===== config.mk =====
export PLATFORM = sky130hd
export DESIGN_NAME = fetch_unit
export DESIGN_NICKNAME = d
export VERILOG_FILES = /design/src/rtl/fetch_unit.sv
export SDC_FILE = /design/constraint.sdc
export NUM_CORES = 1
export LEC_CHECK = 0
export ABC_AREA = 1
export BUFFER_PORTS_ARGS = -buffer_cell sky130_fd_sc_hd__buf_2
export CORE_ASPECT_RATIO = 1.1
export CORE_UTILIZATION = 50
export DETAILED_ROUTE_END_ITERATION = 12
export PLACE_DENSITY = 0.79
export SLEW_MARGIN = 30
export SYNTH_ARGS = -nofsm -noshare
export SYNTH_HDL_FRONTEND = slang
export SYNTH_SLANG_ARGS = --single-unit

===== constraint.sdc =====
create_clock -name clk -period 3.4 [get_ports clk]
set_input_delay 0.51 -clock clk [delete_from_list [all_inputs] [get_ports clk]]
set_output_delay 0.51 -clock clk [all_outputs]
set_load 0.01 [all_outputs]

===== src/rtl/fetch_unit.sv =====
// Instruction-fetch stage: loads the reset vector, then assembles 1- or 2-halfword
// instructions from an async-read halfword memory for the IF/ID buffer.
module fetch_unit #(
    parameter int PC_W           = 32,
    parameter int RESET_VEC_ADDR = 0,
    parameter int LONG_BIT       = 0
) (
    input  logic            clk,
    input  logic            rst_n,
    input  logic            IF_Stall,
    input  logic            branch_taken,
    input  logic [PC_W-1:0] branch_target,
    output logic [PC_W-1:0] imem_addr,
    input  logic [15:0]     imem_data,
    output logic [31:0]     fetch_instruction,
    output logic [PC_W-1:0] fetch_pc,
    output logic [PC_W-1:0] fetch_next_pc,
    output logic            fetch_valid
);

    // state  | meaning
    // VEC_HI | reading upper half of reset vector
    // VEC_LO | reading lower half of reset vector
    // FIRST  | first halfword of an instruction at pc
    // SECOND | immediate halfword of a long instruction at pc+1
    typedef enum logic [1:0] {VEC_HI, VEC_LO, FIRST, SECOND} state_t;

    localparam logic [PC_W-1:0] VEC_HI_ADDR = PC_W'(RESET_VEC_ADDR);
    localparam logic [PC_W-1:0] VEC_LO_ADDR = PC_W'(RESET_VEC_ADDR + 1);

    state_t          state, state_nxt;
    logic [PC_W-1:0] pc, pc_nxt;
    logic [15:0]     hold, hold_nxt;
    logic            fetching;

    always_ff @(posedge clk) begin
        if (!rst_n) begin
            state <= VEC_HI;
            pc    <= '0;
            hold  <= '0;
        end else begin
            state <= state_nxt;
            pc    <= pc_nxt;
            hold  <= hold_nxt;
        end
    end

    assign fetching = (state == FIRST) || (state == SECOND);

    always_comb begin
        state_nxt         = state;
        pc_nxt            = pc;
        hold_nxt          = hold;
        imem_addr         = pc;
        fetch_valid       = 1'b0;
        fetch_instruction = '0;
        fetch_pc          = '0;
        fetch_next_pc     = '0;

        case (state)
            VEC_HI: begin
                imem_addr             = VEC_HI_ADDR;
                pc_nxt[PC_W-1:16]     = imem_data[PC_W-17:0];
                state_nxt             = VEC_LO;
            end
            VEC_LO: begin
                imem_addr   = VEC_LO_ADDR;
                pc_nxt[15:0] = imem_data;
                state_nxt   = FIRST;
            end
            FIRST: begin
                imem_addr = pc;
                if (!imem_data[LONG_BIT]) begin
                    fetch_valid       = 1'b1;
                    fetch_instruction = {imem_data, 16'h0000};
                    fetch_pc          = pc;
                    fetch_next_pc     = pc + PC_W'(1);
                    pc_nxt            = pc + PC_W'(1);
                end else begin
                    hold_nxt  = imem_data;
                    state_nxt = SECOND;
                end
            end
            default: begin
                imem_addr         = pc + PC_W'(1);
                fetch_valid       = 1'b1;
                fetch_instruction = {hold, imem_data};
                fetch_pc          = pc;
                fetch_next_pc     = pc + PC_W'(2);
                pc_nxt            = pc + PC_W'(2);
                state_nxt         = FIRST;
            end
        endcase

        // Branch wins over stall; any half-built long instruction is dropped.
        if (fetching && branch_taken) begin
            pc_nxt    = branch_target;
            state_nxt = FIRST;
            hold_nxt  = hold;
        end else if (fetching && IF_Stall) begin
            pc_nxt    = pc;
            state_nxt = state;
            hold_nxt  = hold;
        end

        // Present a clean bubble while reset is asserted, before state is known.
        if (!rst_n) begin
            fetch_valid       = 1'b0;
            fetch_instruction = '0;
            fetch_pc          = '0;
            fetch_next_pc     = '0;
        end
    end

endmodule


Word level (Yosys, flattened, before mapping)
Index checks and enable logic that the tools add are counted.
- $add $sub $neg: 2
- equal/unequal tests: 9
- muxes and demuxes: 22
- bitwise operators: 3
- reductions and logical operators: 11
- operators with widths (kind ; count):
    32-bit 2-to-1 mux ; 9
    32-bit one-hot mux with 2 select lines ; 3
    16-bit one-hot mux with 3 select lines ; 2
    32-bit one-hot mux with 3 select lines ; 1
    32-bit by 1-bit adder with 32-bit output (second input constant) ; 1
    32-bit by 2-bit adder with 32-bit output (second input constant) ; 1
    2-bit inequality test (second input constant) ; 4
    2-bit 2-to-1 mux ; 3
    3-bit by 2-bit inequality test with 1-bit output (second input constant) ; 2
    3-bit AND reduction ; 2
    2-bit equality test (second input constant) ; 2
    2-bit one-hot mux with 2 select lines ; 1
    2-bit AND reduction ; 2
    4-bit AND reduction ; 1
    2-bit OR reduction ; 2
    1-bit inverter ; 3
    2-bit by 1-bit equality test with 1-bit output (second input constant) ; 1
    1-bit logical AND ; 2
    2-bit zero test ; 1
    1-bit 2-to-1 mux ; 2
    1-bit one-hot mux with 2 select lines ; 1
    1-bit logical OR ; 1
- register bits: 50
- bits of input ports: 52
- output and inout port bits: 129
- word-level logic and storage cells: 52

Longest topological paths before layout
- depth in word-level cells: 5
- mapped depth: 13
- mapped depth without buffers: 12

Worst setup path before layout
OpenSTA, ideal clock, no wires.
- path kind: reg-to-output
- start: register pc[2]
- end: output fetch_next_pc[31]
- arrival time: 1.649 ns
- data required time: 2.890 ns
- setup slack: 1.241 ns
- stages on the path, launching flop included: 10
- path buffers: 0
- path through: dfxtp_1 -> ha_1 -> nand2_1 -> inv_1 -> nand2_1 -> nor2_2 -> nand2_1 -> nand2_1 -> nand2_1 -> o21ai_0
- cells in the longest elaborated chain, start to end: 4
- elaborated cells on any way between the ends: 5
- classes of those cells: add/sub: 2; mux: 3
- ends and longest elaborated chain (item ; line ; text):
    start: declaration ; 32 ; logic [PC_W-1:0] pc, pc_nxt;
    start signal: assignment ; 43 ; pc <= pc_nxt;
    32-bit by 1-bit adder with 32-bit output ; 77 ; fetch_next_pc = pc + PC_W'(1);
    32-bit 2-to-1 mux ; 73 ; if (!imem_data[LONG_BIT]) begin
    32-bit one-hot mux with 2 select lines * ; 60 ; case (state)
    32-bit 2-to-1 mux * ; 107 ; if (!rst_n) begin
    end: declaration ; 17 ; output logic [PC_W-1:0] fetch_next_pc,
Every way passes the cells marked *; elsewhere a longest branch is shown, timed or not.

Worst setup path in the final report
- start: register pc[2]
- end: output fetch_next_pc[21]
Same word-level chain as after synthesis.

==> impl_metrics.json <==
{
  "yosys_register_bits": 50,
  "skew_ps": 5.06,
  "synthAdderAreaFrac": 0.0140,
  "synth_compound_area_frac": 0.220,
  "synth_cells": 992,
  "fp.dieW_um": 101,
  "htreeDepth": 2,
  "period_needed_ps": 3040,
  "start_util": 0.516,
  "ctsResizeCount": 0,
  "overflow": 0,
  "power_leakage_nw": 3.11,
  "ys.flop_type": "dfxtp_1",
  "fp.dieH_um": 111,
  "crit_fanout": 6,
  "synth_top_area_frac": 0.187,
  "dr.pass1.iters": 6,
  "fmax_ghz": 0.329,
  "slew_violations": 0,
  "yosysTopAreaCell": "dfxtp_1",
  "synth_mux_area_frac": 0,
  "num_io_pins": 181,
  "path_cells": "ha_1 > nand3_1 > nor2_1 > nand3_1 > o21ai_0 > nand2_1 > o21ai_0 > buf_2",
  "rsz0062_at_grt": "false",
  "fin_nets": 1199,
  "clock-sinks": 50,
  "viasPerCell": 5.77,
  "wirelength_mm": 21.5,
  "synth_area_um2": 5360,
  "cts_tree": "yes",
  "rows": 39,
  "core_um2": 10400,
  "reg2reg_slack_ps": 820,
  "status": "completed",
  "drt_iter0_markers": 773,
  "area_growth_pct": 21.7,
  "wire_per_inst_um": 16.7,
  "grt_pass1_wl_mm": 34.0,
  "vias": 7415,
  "drtAntennaViolNets": 0,
  "drv_cap": 0,
  "syn-num-nets": 1050,
  "syn_area_per_cell_um2": 5.40,
  "finalHoldViolCount": 0,
  "insertion_delay_ps": 300,
  "synth-simple-area-share": 0.449,
  "hold_class": "input port to flop",
  "crit_type": "flop to output pin",
  "synth_top_family_by_area": "simple AND/OR/NAND/NOR gates",
  "min_period_over_period": 0.895,
  "ys_types": 30,
  "design.die.area_um2": 11100,
  "clk_pin_slew_worst_paths_ps": 70,
  "crit_path_max_incr_delay_ps": 490,
  "antennaDiodeCount": 0,
  "dpl.hpwl_mm": 16.1,
  "grt.total_usage": 0.386,
  "async_reset_ff_frac": 0,
  "clk_path_buf_depth": 2,
  "final_cell_mix": "nand2_1, buf_2, nor2_1, nand3_1, inv_1",
  "gp_routability_congestion": 0.980,
  "grt_max_degree": 55,
  "pwr_density_cell_nw_per_um2": 697,
  "synth-edff-count": 0,
  "peakVddDrop_uv": 392,
  "cts_buffers": 5,
  "worstPathRequired_ps": 2890,
  "fin_ws_ps": 357,
  "cts-root-buf": "clkbuf_16",
  "slew_headroom": 0.448,
  "antenna_found_initial": 0,
  "place_ws_ps": 800,
  "crit_path_end_kind": "output pin",
  "nFillCells": 1065,
  "critPathSlowestCell": "dfxtp_1",
  "cp-start-kind": "flop",
  "setup_viol": 0,
  "synth-xor-area-share": 0.0261,
  "port_buffers": 180,
  "yosysSeqAreaShare": 0.187,
  "drive_gt1_frac": 0.222,
  "hold_buffers": 0,
  "synth_area_leaders": "dfxtp_1, nand2_1, nand3_1",
  "tightest_slew_ps": 827,
  "fin_tns_setup_ps": 0,
  "cts_setup_buffers": 0,
  "final_common_cell": "nand2_1",
  "ys_warn_count": 0,
  "grt_pass1_vias": 6660,
  "drc": 0,
  "crit_arrival_ps": 2530
}
[power by group]
| group | internal, mW | total (mW) | switching [mW] |
|---|---|---|---|
| registers | 0.777 | 1.11 | 0.332 |
| clock network | 0.353 | 0.597 | 0.244 |
| logic | 0.898 | 2.84 | 1.94 |
[kinds of logic after synthesis]
group | after synthesis
DFF | 50
adders and majority gates | 6
xor gates and xnor gates | 16
and+or+nand+nor | 558
buffers and inverters | 144
AOI/OAI and AO/OA | 218
[Yosys cell counts, types with 2 or more instances]
library cell,instances
ha_1,6
nand3_1,116
nor2_2,17
o211ai_1,3
xnor2_1,2
o22ai_1,53
buf_4,2
o21ai_1,4
and2_1,2
clkinv_1,2
nand2_2,10
dfxtp_1,50
or2_2,15
nor2_4,5
o221ai_1,2
o21ai_0,75
nand2_1,262
buf_2,7
nand4_1,4
xor2_1,14
inv_1,87
a21oi_1,77
a31oi_1,3
buf_1,4
nor2_1,124
clkbuf_1,42
[worst paths after layout]
path	cells after the start	start	endpoint
hold reg to reg	2	hold[0]$_SDFFE_PN0P_	hold[0]$_SDFFE_PN0P_
setup reg to reg	9	state[0]$_SDFFE_PP0P_	pc[25]$_SDFFE_PN0P_
setup / recovery	8	pc[2]$_SDFFE_PN0P_	fetch_next_pc[21]
hold / removal	3	branch_target[0]	pc[0]$_SDFFE_PN0P_
[stage by stage]
stage	hold slack [ps]	cell area, µm²	power (mW)	cells	utilization
2_1_floorplan	440	5360	3.00	992	-
3_3_place_gp	465	6350	3.83	1277	0.611
3_5_place_dp	479	6350	3.86	1277	0.611
4_1_cts	483	6520	4.45	1285	0.628
5_1_grt	504	6520	4.89	1285	0.628
6_report	487	6520	4.55	1285	0.628
[layout make-up]
type	count	area, µm²	share of cell area
repair buffers	197	1030	0.158
clock inverters	3	48.8	0.00748
well taps	143	179	0.0274
flip-flops and latches	50	1000	0.153
inverters	89	334	0.0512
multi-input cells	798	3810	0.584
clock buffers	5	125	0.0192
[registers in the layout, summed over array words and instances, names as in the netlist]
name and flops:
pc 32, hold 16, state 2
[worst max-delay path: cells and delay by family (launching register included)]
kind | cells | cell delay [ps]
flops | 1 | 490
fa+ha+maj | 1 | 390
compound gates | 2 | 440
simple gates | 4 | 750
buf+inv | 1 | 160
[routing by layer]
| layer | routed length (µm) | track usage | vias to the layer above |
|---|---|---|---|
| met1 | 8550 | 0.508 | 3284 |
| met2 | 9520 | 0.606 | 479 |
| li1 | - | - | 3566 |
| met5 | 0 | 0 | - |
| met4 | 1160 | 0.193 | 0 |
| met3 | 2250 | 0.0589 | 86 |
Power figures use the tool's default switching activity.
